## src/rtl/alu_seq_flags_pkg.sv

```systemverilog
// alu_seq_flags_pkg: opcodes, flag bit positions and FSM states for the sequential flag ALU
package alu_seq_flags_pkg;
  localparam logic [3:0] OP_ADD = 4'h0, OP_SUB = 4'h1, OP_ADC = 4'h2, OP_SBC = 4'h3;
  localparam logic [3:0] OP_AND = 4'h4, OP_ORR = 4'h5, OP_XOR = 4'h6, OP_MOV = 4'h7;
  localparam logic [3:0] OP_LSL = 4'h8, OP_LSR = 4'h9, OP_ASR = 4'hA, OP_MUL = 4'hB;
  localparam int FN = 3, FZ = 2, FC = 1, FV = 0;
  typedef enum logic {S_IDLE, S_MUL_BUSY} state_e;
endpackage

```

## src/rtl/alu_seq_flags_if.sv

```systemverilog
// alu_seq_flags_if: operand/result handshake bundle between operand fetch, ALU and writeback
interface alu_seq_flags_if #(parameter int WIDTH = 32);
  logic in_valid, in_ready, set_flags, out_valid, out_ready;
  logic [WIDTH-1:0] a, b, result;
  logic [3:0] op, out_flags, flags_q;
  modport master(output in_valid, a, b, op, set_flags, out_ready,
                 input in_ready, out_valid, result, out_flags, flags_q);
  modport slave(input in_valid, a, b, op, set_flags, out_ready,
                output in_ready, out_valid, result, out_flags, flags_q);
endinterface

```

## src/rtl/alu_seq_flags_mul.sv

```systemverilog
// alu_seq_flags_mul: WIDTH-step shift-add multiplier, low WIDTH product bits, done on last step
module alu_seq_flags_mul #(parameter int WIDTH = 32) (
  input  logic             clk,
  input  logic             rst_n,
  input  logic             start,
  input  logic [WIDTH-1:0] a,
  input  logic [WIDTH-1:0] b,
  output logic             done,
  output logic [WIDTH-1:0] product
);
  localparam int CW = $clog2(WIDTH) + 1;
  logic [WIDTH-1:0] mcand_q, mcand_d, mplier_q, mplier_d, acc_q, acc_d;
  logic [CW-1:0] cnt_q, cnt_d;
  // product includes the step taking place on the current edge so the top can load it directly
  assign product = acc_q + (mplier_q[0] ? mcand_q : '0);
  assign done = cnt_q == CW'(1);
  always_comb begin
    mcand_d = mcand_q;
    mplier_d = mplier_q;
    acc_d = acc_q;
    cnt_d = cnt_q;
    if (start) begin
      mcand_d = a;
      mplier_d = b;
      acc_d = '0;
      cnt_d = CW'(WIDTH);
    end else if (cnt_q != '0) begin
      mcand_d = mcand_q << 1;
      mplier_d = mplier_q >> 1;
      acc_d = product;
      cnt_d = cnt_q - CW'(1);
    end
  end
  always_ff @(posedge clk or negedge rst_n) begin
    if (!rst_n) begin
      mcand_q <= '0;
      mplier_q <= '0;
      acc_q <= '0;
      cnt_q <= '0;
    end else begin
      mcand_q <= mcand_d;
      mplier_q <= mplier_d;
      acc_q <= acc_d;
      cnt_q <= cnt_d;
    end
  end
endmodule

```

## src/rtl/alu_seq_flags.sv

```systemverilog
// alu_seq_flags: registered execute ALU with valid/ready, persistent ZNCV register and iterative MUL
module alu_seq_flags import alu_seq_flags_pkg::*; #(
  parameter int WIDTH  = 32,
  parameter bit MUL_EN = 1'b1
) (
  input logic clk,
  input logic rst_n,
  alu_seq_flags_if.slave bus
);
  localparam int SHW = $clog2(WIDTH);
  state_e state_q, state_d;
  logic out_valid_q, out_valid_d, sf_q, sf_d;
  logic [WIDTH-1:0] result_q, result_d, alu_r, product;
  logic [3:0] oflags_q, oflags_d, flag_q, flag_d, alu_f, mul_f;
  logic [WIDTH:0] ext;
  logic [SHW-1:0] sh;
  logic accept, is_mul, defined, cin, c, v, mul_done;
  assign bus.in_ready = state_q == S_IDLE && (!out_valid_q || bus.out_ready);
  assign accept = bus.in_valid && bus.in_ready;
  assign is_mul = MUL_EN && bus.op == OP_MUL;
  assign defined = bus.op < OP_MUL || is_mul;
  assign sh = bus.b[SHW-1:0];
  assign cin = flag_q[FC] && (bus.op == OP_ADC || bus.op == OP_SBC);
  assign bus.out_valid = out_valid_q;
  assign bus.result = result_q;
  assign bus.out_flags = oflags_q;
  assign bus.flags_q = flag_q;
  alu_seq_flags_mul #(.WIDTH(WIDTH)) u_mul (
    .clk(clk), .rst_n(rst_n), .start(accept && is_mul),
    .a(bus.a), .b(bus.b), .done(mul_done), .product(product)
  );
  // shifts run one bit wider so the last bit shifted out lands in ext[WIDTH] or ext[0]
  always_comb begin
    ext = '0;
    alu_r = '0;
    c = flag_q[FC];
    v = flag_q[FV];
    case (bus.op)
      OP_ADD, OP_ADC: begin
        ext = {1'b0, bus.a} + {1'b0, bus.b} + {{WIDTH{1'b0}}, cin};
        alu_r = ext[WIDTH-1:0];
        c = ext[WIDTH];
        v = ~(bus.a[WIDTH-1] ^ bus.b[WIDTH-1]) & (bus.a[WIDTH-1] ^ ext[WIDTH-1]);
      end
      OP_SUB, OP_SBC: begin
        ext = {1'b0, bus.a} - {1'b0, bus.b} - {{WIDTH{1'b0}}, cin};
        alu_r = ext[WIDTH-1:0];
        c = ext[WIDTH];
        v = (bus.a[WIDTH-1] ^ bus.b[WIDTH-1]) & (bus.a[WIDTH-1] ^ ext[WIDTH-1]);
      end
      OP_AND: alu_r = bus.a & bus.b;
      OP_ORR: alu_r = bus.a | bus.b;
      OP_XOR: alu_r = bus.a ^ bus.b;
      OP_MOV: alu_r = bus.b;
      OP_LSL: begin
        ext = {1'b0, bus.a} << sh;
        alu_r = ext[WIDTH-1:0];
        c = sh == '0 ? flag_q[FC] : ext[WIDTH];
      end
      OP_LSR: begin
        ext = {bus.a, 1'b0} >> sh;
        alu_r = ext[WIDTH:1];
        c = sh == '0 ? flag_q[FC] : ext[0];
      end
      OP_ASR: begin
        ext = $unsigned($signed({bus.a, 1'b0}) >>> sh);
        alu_r = ext[WIDTH:1];
        c = sh == '0 ? flag_q[FC] : ext[0];
      end
      default: alu_r = '0;
    endcase
    alu_f = defined ? {alu_r[WIDTH-1], alu_r == '0, c, v} : 4'b0000;
  end
  assign mul_f = {product[WIDTH-1], product == '0, flag_q[FC], flag_q[FV]};
  always_comb begin
    state_d = state_q;
    out_valid_d = out_valid_q && !bus.out_ready;
    result_d = result_q;
    oflags_d = oflags_q;
    flag_d = flag_q;
    sf_d = sf_q;
    if (accept && is_mul) begin
      state_d = S_MUL_BUSY;
      sf_d = bus.set_flags;
    end else if (accept) begin
      out_valid_d = 1'b1;
      result_d = alu_r;
      oflags_d = alu_f;
      flag_d = bus.set_flags && defined ? alu_f : flag_q;
    end else if (state_q == S_MUL_BUSY && mul_done) begin
      state_d = S_IDLE;
      out_valid_d = 1'b1;
      result_d = product;
      oflags_d = mul_f;
      flag_d = sf_q ? mul_f : flag_q;
    end
  end
  always_ff @(posedge clk or negedge rst_n) begin
    if (!rst_n) begin
      state_q <= S_IDLE;
      out_valid_q <= 1'b0;
      result_q <= '0;
      oflags_q <= '0;
      flag_q <= '0;
      sf_q <= 1'b0;
    end else begin
      state_q <= state_d;
      out_valid_q <= out_valid_d;
      result_q <= result_d;
      oflags_q <= oflags_d;
      flag_q <= flag_d;
      sf_q <= sf_d;
    end
  end
endmodule

```

## src/flat_wrapper.sv

```systemverilog
// flat-port wrapper written by rule: the top's interface ports become plain ports
module alu_seq_flags_flat import alu_seq_flags_pkg::*;
#(
  parameter int WIDTH  = 32,
  parameter bit MUL_EN = 1'b1
)
  (clk, rst_n, bus_in_valid, bus_a, bus_b, bus_op, bus_set_flags, bus_out_ready, bus_in_ready, bus_out_valid, bus_result, bus_out_flags, bus_flags_q);
  alu_seq_flags_if #(.WIDTH(WIDTH)) bus_i ();
  input logic clk;
  input logic rst_n;
  input wire logic [$bits(bus_i.in_valid)-1:0] bus_in_valid;
  input wire logic [$bits(bus_i.a)-1:0] bus_a;
  input wire logic [$bits(bus_i.b)-1:0] bus_b;
  input wire logic [$bits(bus_i.op)-1:0] bus_op;
  input wire logic [$bits(bus_i.set_flags)-1:0] bus_set_flags;
  input wire logic [$bits(bus_i.out_ready)-1:0] bus_out_ready;
  output wire logic [$bits(bus_i.in_ready)-1:0] bus_in_ready;
  output wire logic [$bits(bus_i.out_valid)-1:0] bus_out_valid;
  output wire logic [$bits(bus_i.result)-1:0] bus_result;
  output wire logic [$bits(bus_i.out_flags)-1:0] bus_out_flags;
  output wire logic [$bits(bus_i.flags_q)-1:0] bus_flags_q;
  assign bus_i.in_valid = bus_in_valid;
  assign bus_i.a = bus_a;
  assign bus_i.b = bus_b;
  assign bus_i.op = bus_op;
  assign bus_i.set_flags = bus_set_flags;
  assign bus_i.out_ready = bus_out_ready;
  assign bus_in_ready = bus_i.in_ready;
  assign bus_out_valid = bus_i.out_valid;
  assign bus_result = bus_i.result;
  assign bus_out_flags = bus_i.out_flags;
  assign bus_flags_q = bus_i.flags_q;
  alu_seq_flags #(.WIDTH(WIDTH), .MUL_EN(MUL_EN)) u_core (.clk(clk), .rst_n(rst_n), .bus(bus_i));
endmodule
```

## config.mk

```make
export PLATFORM = sky130hd
export DESIGN_NAME = alu_seq_flags_flat
export DESIGN_NICKNAME = d
export VERILOG_FILES = /design/src/rtl/alu_seq_flags_pkg.sv /design/src/rtl/alu_seq_flags_if.sv /design/src/rtl/alu_seq_flags_mul.sv /design/src/rtl/alu_seq_flags.sv /design/src/flat_wrapper.sv
export SDC_FILE = /design/constraint.sdc
export NUM_CORES = 1
export LEC_CHECK = 0
export ABC_AREA = 1
export CAP_MARGIN = 20
export CORE_AREA = 5 5 218 220
export CTS_CLUSTER_DIAMETER = 40
export DETAILED_ROUTE_END_ITERATION = 6
export DIE_AREA = 0 0 223 225
export MAX_ROUTING_LAYER = met4
export SLEW_MARGIN = 30
export SYNTH_ARGS = -nofsm -noshare
export SYNTH_HDL_FRONTEND = slang
export SYNTH_HIERARCHICAL = 1
export SYNTH_SLANG_ARGS = --single-unit
```

## constraint.sdc

```tcl
create_clock -name clk -period 3.9 [get_ports clk]
set_input_delay 0.78 -clock clk [delete_from_list [all_inputs] [get_ports clk]]
set_output_delay 0.78 -clock clk [all_outputs]
set_load 0.02 [all_outputs]
```

==> results.ini, run 1 <==
[status]
status=finished, violations left
violations=DRC

[layout]
synthToLayoutAreaGrowth_pct=30.7
postLayoutCoreUtil_pct=58.3
fill_cells=4577
nNetsFinal=4278
drive_gt1_share_pct=17.5
stdcell_count=4657

[global_routing]
grt_pass1_vias=25377
grt_usage_pct=43.5
use_met2_pct=62.5
busiest_layer=met2
grt_max_degree=63
gr-usage-met1_pct=56.5
grt_overflow=0
grt_first_pass_wirelength_um=160000
grt_antenna_before_repair=4
use_met3_pct=10.6

[route]
viasPerCell=5.81
first_iter_violations=3871
vias=27048
drc=5
firstDrtPassIters=7
wl_per_cell_um=23.7
routed_wl_um=110000
ant_nets=0

[sta]
max_freq_mhz=260
final_max_slew_viol_count=0
fin_crit_sh_pct=98.4
fin_ws_ps=60.9
finClkSkew_ps=11.6
period_minus_slack_ps=3840
timing.slew.headroom_pct=35.8
finalHoldViolCount=0
tightestPinTransition_ps=958
setup_viol=0

[yosys]
avgSynthCellArea_um2=5.73
synth_seq_cells=145
synth_top_cell_area_share_pct=23.0
yosysMostFrequentCell=nand2_1
synth_warnings=6
syn_area_mm2=0.0201
netlist_instances=3510
syn-num-nets=3748
async_flop_share_pct=100
synth_edf_count=0
synth_common_cells=1230 x nand2_1, 501 x inv_1, 437 x nand3_1
synthTopCellsByArea=nand2_1 23%, dfrtp_1 18%, nand3_1 11%
seq_area_frac_synth_pct=18.0
synth_top_area_cell=nand2_1
synthFlopType=dfrtp_1
synth.distinct_cells=55

[power_and_ir_drop]
p_sw_share_pct=49.9
seqPwrFrac_pct=23.3
p_comb_share_pct=60.9
p_sw_mw=5.50
irDropWorstVdd_mv=0.536
p_per_area_mw_per_mm2=420
p_clk_share_pct=15.8
p_leak_nw=14.5
intPower_mw=5.53

[clocking]
cts_hold_buffers=0
cts_root_buf=clkbuf_16
cts_tree=done
clk_pin_slew_ps=70
insertion_delay_ps=490
htree_levels=4
cts_buffer_depth=2
clock-sinks=145
cts_buffers=17

[floorplan]
rows=78
io_pins=115
die_area_mm2=0.0502
die_y_um=225
die_w_um=223
core_mm2=0.0451
start_util_pct=44.6

[worst_setup_path]
critPathLaunchType=primary input
crit_required_ps=4260
crit_family=buffers and inverters
cp_common_cell=nand2_1
worst-path-buf-inv=5
crit_path_top_delay_cell=clkdlybuf4s50_1
critPathMaxStageDelay_ps=600
cp_max_fo=6
critical_path_arrival_ps=4200
end_kind=flop
critical_path_class=in -> reg
crit_chain=clkdlybuf4s50_1 -> inv_1 -> ha_1 -> buf_4 -> a21oi_1 -> o21ai_1 -> a21oi_1 -> nor2_1 -> buf_4 -> nor2_1 -> nand2_1 -> nand2_1 -> a21oi_1 -> o21ai_0 -> buf_4 -> nand2_1 -> nand2_1 -> nand2_1

[placed_design]
dpl.hpwl_um=92000
io_buffers=114
dp_slack_ps=-914
gp_congestion=1.14
dp_cells=4613

[hold_path]
hold_class=in -> async

[flow_run]
drv_cap=0

per-stage QoR:
stage	cell area (um^2)	setup TNS, ps	total power [mW]	hold slack (ps)
final	26300	0	11.0	301
after global routing	26300	-55.9	11.6	345
after CTS	26000	0	10.8	301
after detailed placement	25300	-18320	8.95	477
after global placement	25300	-14280	8.82	470
after floorplan	20100	0	6.05	450
cell families after synthesis:
group	after synthesis	share of synthesized area [%]
AND/OR/NAND/NOR	2139	44.9
adder cells (fa/ha/maj)	165	10.5
flip-flops	145	18.0
buffers and inverters	638	12.8
AO/OA/AOI/OAI	404	12.8
XOR/XNOR	19	0.977
sequential cells by signal, indices dropped and copies added, names as in the netlist:
| signal | cells |
|---|---|
| u_core/bus.result | 32 |
| u_core/u_mul/acc_q | 32 |
| u_core/u_mul/mcand_q | 32 |
| u_core/u_mul/mplier_q | 32 |
| u_core/u_mul/cnt_q | 6 |
| u_core/bus.flags_q | 4 |
| u_core/bus.out_flags | 4 |
| u_core/bus.out_valid | 1 |
| u_core/sf_q | 1 |
| u_core/state_q | 1 |
per-layer routing:
layer  wire length (um)  part of all wire (%)  vias to the layer above
li1                   -                     -                    12346
met1              44400                    40                    12619
met2              45700                    41                     1732
met3              13100                    12                      351
met4               7260                   6.6                        0
met5                  0                     0                        -
final cells by class:
class	instances	area (um^2)	area share (%)
Inverter	525	1980	7.53
Clock inverter	14	144	0.548
Timing Repair Buffer	624	5150	19.6
Antenna cell	4	10.0	0.0381
Tap cell	600	751	2.86
Multi-Input combinational cell	2727	14200	54.0
Clock buffer	18	439	1.67
Sequential cell	145	3630	13.8
power groups by stage:
stage                     logic [mW]  clock network (mW)  registers, mW
after global routing            7.19                1.81           2.61
after floorplan                 3.43                   0           2.62
after global placement          6.28                   0           2.55
after detailed placement        6.38                   0           2.57
final                           6.72                1.75           2.57
after CTS                       6.46                1.75           2.55
what timing repair did:
action                                 4_1_cts  5_1_grt
pin swaps                                   14       25
setup endpoints to repair                   15       21
buffers inserted                             3        5
endpoints found under the hold margin        0        0
gates cloned                                 0        0
gates resized for setup                     20       61
cells in the final DEF (no fill, tap or decap), types with 38 or more instances in the layout:
cell | Yosys | routed
a21oi_1 | 125 | 122
buf_4 | 16 | 493
clkdlybuf4s50_1 | 0 | 104
dfrtp_1 | 145 | 145
ha_1 | 160 | 152
inv_1 | 501 | 498
nand2_1 | 1230 | 1215
nand2_2 | 25 | 38
nand3_1 | 437 | 429
nand4_1 | 43 | 43
nor2_1 | 304 | 294
o21ai_0 | 139 | 134
final timing paths:
check | slack, ps | cells past startpoint | start | endpoint
setup / recovery | 60 | 18 | bus_a[16] | u_core/bus.result[31]$_DFFE_PN0P_
hold / removal | 300 | 1 | rst_n | u_core/u_mul/mplier_q[20]$_DFFE_PN0P_
setup reg to reg | 170 | 17 | u_core/u_mul/mplier_q[0]$_DFFE_PN0P_ | u_core/bus.flags_q[2]$_DFFE_PN0P_
hold reg to reg | 490 | 2 | u_core/u_mul/acc_q[28]$_DFFE_PN0P_ | u_core/u_mul/acc_q[28]$_DFFE_PN0P_
max in group asynchronous | 2720 | 2 | rst_n | u_core/bus.result[16]$_DFFE_PN0P_
min in group clk | 490 | 2 | u_core/u_mul/acc_q[28]$_DFFE_PN0P_ | u_core/u_mul/acc_q[28]$_DFFE_PN0P_
Power figures use the tool's default switching activity.
==> run 2, diff against run 1 <==
--- a/config.mk
+++ b/config.mk
@@ -12,6 +12,7 @@
 export DETAILED_ROUTE_END_ITERATION = 6
 export DIE_AREA = 0 0 223 225
 export MAX_ROUTING_LAYER = met4
+export SETUP_SLACK_MARGIN = 0.5
 export SLEW_MARGIN = 30
 export SYNTH_ARGS = -nofsm -noshare
 export SYNTH_HDL_FRONTEND = slang
==> run 2 against run 1 <==
- the flow now finishes without violations
- hold slack lost 50 ps
- utilization grew 1.7 points
- non-clock buffer count shrank 15
- wire length grew 1.9%
- first-iteration DRC count grew 3.0%
- sequential share of layout area shrank 0.38 points
- via count grew 0.52%
- global-route usage grew 0.28 points
- clock power grew 6%
- sequential power is essentially flat
- critical path type is now reg -> reg
==> results.ini, run 2 (same netlist as run 1, synthesis figures left out) <==
[status]
status=complete, no violations

[floorplan]
core_mm2=0.0451  ; unchanged
start_util_pct=44.6  ; unchanged
io_pins=115  ; unchanged
rows=78  ; unchanged
die_area_mm2=0.0502  ; unchanged
die_y_um=225  ; unchanged
die_w_um=223  ; unchanged

[worst_setup_path]
r2r_setup_slack_ps=210  ; +40 ps
r2r_cells=17  ; unchanged
critical_path_class=reg -> reg
cp_common_cell=nand2_1
critPathLaunchType=flop
crit_chain=clkbuf_4 -> nand2_1 -> inv_1 -> ha_1 -> nand2_1 -> nand2_1 -> nand2_1 -> nand2_1 -> nand3b_1 -> buf_4 -> xor2_1 -> nor4_1 -> nand4_1 -> or3_1 -> nand2_2 -> nand2_1 -> nand2_1
r2r_end=u_core/bus.out_flags[2]$_DFFE_PN0P_
end_kind=flop
cp_max_fo=6  ; unchanged
critPathMaxStageDelay_ps=470  ; -130 ps
critical_path_arrival_ps=4120  ; -80 ps
r2r_start=u_core/u_mul/mplier_q[0]$_DFFE_PN0P_
crit_required_ps=4320  ; +60 ps
crit_path_top_delay_cell=dfrtp_2

[power_and_ir_drop]
p_leak_nw=14.6  ; +0.68%
p_comb_share_pct=61.1  ; +0.2 points
intPower_mw=5.68  ; +2.7%
p_clk_share_pct=16.3  ; +0.5 points
irDropWorstVdd_mv=0.455  ; -15%
power_mw=11.3  ; +2.6%
p_per_area_mw_per_mm2=419  ; -0.20%
p_sw_mw=5.64  ; +2.6%
p_sw_share_pct=49.8  ; about the same
seqPwrFrac_pct=22.5  ; -0.8 points

[placed_design]
dp_cells=4591  ; -0.48%
io_buffers=114  ; unchanged
gp_congestion=1.18  ; +3.2%
dpl.hpwl_um=91600  ; -0.45%
dp_slack_ps=-703  ; +211 ps

[global_routing]
grt_max_degree=69  ; +9.5%
use_met2_pct=61.8  ; -0.66 points
grt_first_pass_wirelength_um=160000  ; +0.22%
gr-usage-met1_pct=57.6  ; +1.1 points
busiest_layer=met2
grt_usage_pct=43.8  ; +0.28 points
grt_pass1_vias=25032  ; -1.4%
grt_overflow=0  ; unchanged
grt_antenna_before_repair=6  ; +2
use_met3_pct=10.8  ; +0.16 points

[sta]
finClkSkew_ps=22.8  ; +11.2 ps
finalHoldViolCount=0  ; unchanged
fin_ws_ps=209  ; +148 ps
setup_viol=0  ; unchanged
period_minus_slack_ps=3690  ; -148 ps
fin_crit_sh_pct=94.6  ; -3.8 points
final_max_slew_viol_count=0  ; unchanged
timing.slew.headroom_pct=31.0  ; -4.8 points
rsz0062_at_grt=yes
max_freq_mhz=271  ; +4.0%
tightestPinTransition_ps=1030  ; +77.4 ps

[route]
ant_nets=0  ; unchanged
drc=0  ; -5
viasPerCell=5.86  ; +0.87%
first_iter_violations=3987  ; +3.0%
firstDrtPassIters=6  ; -1
vias=27190  ; +0.52%
routed_wl_um=113000  ; +1.9%
wl_per_cell_um=24.3  ; +2.3%

[layout]
synthToLayoutAreaGrowth_pct=34.4
postLayoutCoreUtil_pct=59.9  ; +1.7 points
fill_cells=4366  ; -4.6%
drive_gt1_share_pct=20.9  ; +3.4 points
multi_input_area_mm2=0.0149  ; +5.2%
nNetsFinal=4263  ; -0.35%
regArea_mm2=0.00363  ; about the same
final_common_cell=nand2_1
stdcell_count=4641  ; -0.34%
layout_common_cells=1185 x nand2_1, 487 x inv_1, 465 x buf_4

[hold_path]
hold_class=in -> async

[clocking]
cts_tree=done
clk_pin_slew_ps=90  ; +20 ps
insertion_delay_ps=500  ; about the same
cts_hold_buffers=0  ; unchanged
clock-sinks=145  ; unchanged
cts_root_buf=clkbuf_16
cts_buffers=17  ; unchanged
htree_levels=4  ; unchanged
cts_buffer_depth=2  ; unchanged

[flow_run]
drv_cap=0  ; unchanged

run 2: final cells by class:
type / count / share of cell area, %
Timing Repair Buffer: 609 / 19.0
Antenna cell: 5 / 0.0463
Multi-Input combinational cell: 2727 / 55.2
Inverter: 525 / 7.37
Tap cell: 600 / 2.78
Sequential cell: 145 / 13.4
Clock inverter: 13 / 0.662
Clock buffer: 17 / 1.57
run 2: what timing repair did:
item	CTS	global route
buffers inserted	2	13
endpoints found under the setup margin	37	33
pin swaps	21	54
gates resized for setup	67	218
run 2: per-stage QoR:
step | area, um^2 | hold slack [ps] | setup TNS (ps)
CTS | 26000 | 247 | 0
floorplan | 20100 | 450 | 0
detailed placement | 25300 | 476 | -12150
global placement | 25300 | 470 | -10740
finish | 27000 | 251 | 0
global route | 27000 | 283 | 0
run 2: power groups by stage:
stage          clock network, mW  registers (mW)  logic (mW)
6_report                    1.85            2.55        6.93
5_1_grt                     1.93            2.59        7.37
4_1_cts                     1.87            2.54        6.43
3_5_place_dp                   0            2.55        6.33
3_3_place_gp                   0            2.54        6.21
2_1_floorplan                  0            2.62        3.44
run 2: worst max-delay path by stage:
stage / slack (ps) / from / end
floorplan: 330 / bus_op[2] / u_core/bus.flags_q[2]$_DFFE_PN0P_
global placement: -640 / bus_op[2] / u_core/bus.out_flags[2]$_DFFE_PN0P_
detailed placement: -700 / bus_op[2] / u_core/bus.out_flags[2]$_DFFE_PN0P_
CTS: 220 / bus_op[3] / u_core/bus.out_flags[2]$_DFFE_PN0P_
global route: 10 / u_core/bus.flags_q[1]$_DFFE_PN0P_ / u_core/bus.out_flags[2]$_DFFE_PN0P_
finish: 210 / u_core/u_mul/mplier_q[0]$_DFFE_PN0P_ / u_core/bus.out_flags[2]$_DFFE_PN0P_
run 2: worst max-delay path, delay by kind of cell (launching register included):
kind	cells	cell delay (ps)
xor gates and xnor gates	1	180
and+or+nand+nor	12	2040
DFF	1	470
adders and majority gates	1	320
buffers and inverters	3	620
run 2: per-layer routing:
| layer | part of all wire, % | wire, um |
|---|---|---|
| met5 | 0 | 0 |
| met4 | 6.9 | 7760 |
| met3 | 13 | 14500 |
| met2 | 41 | 46200 |
| met1 | 39 | 44200 |
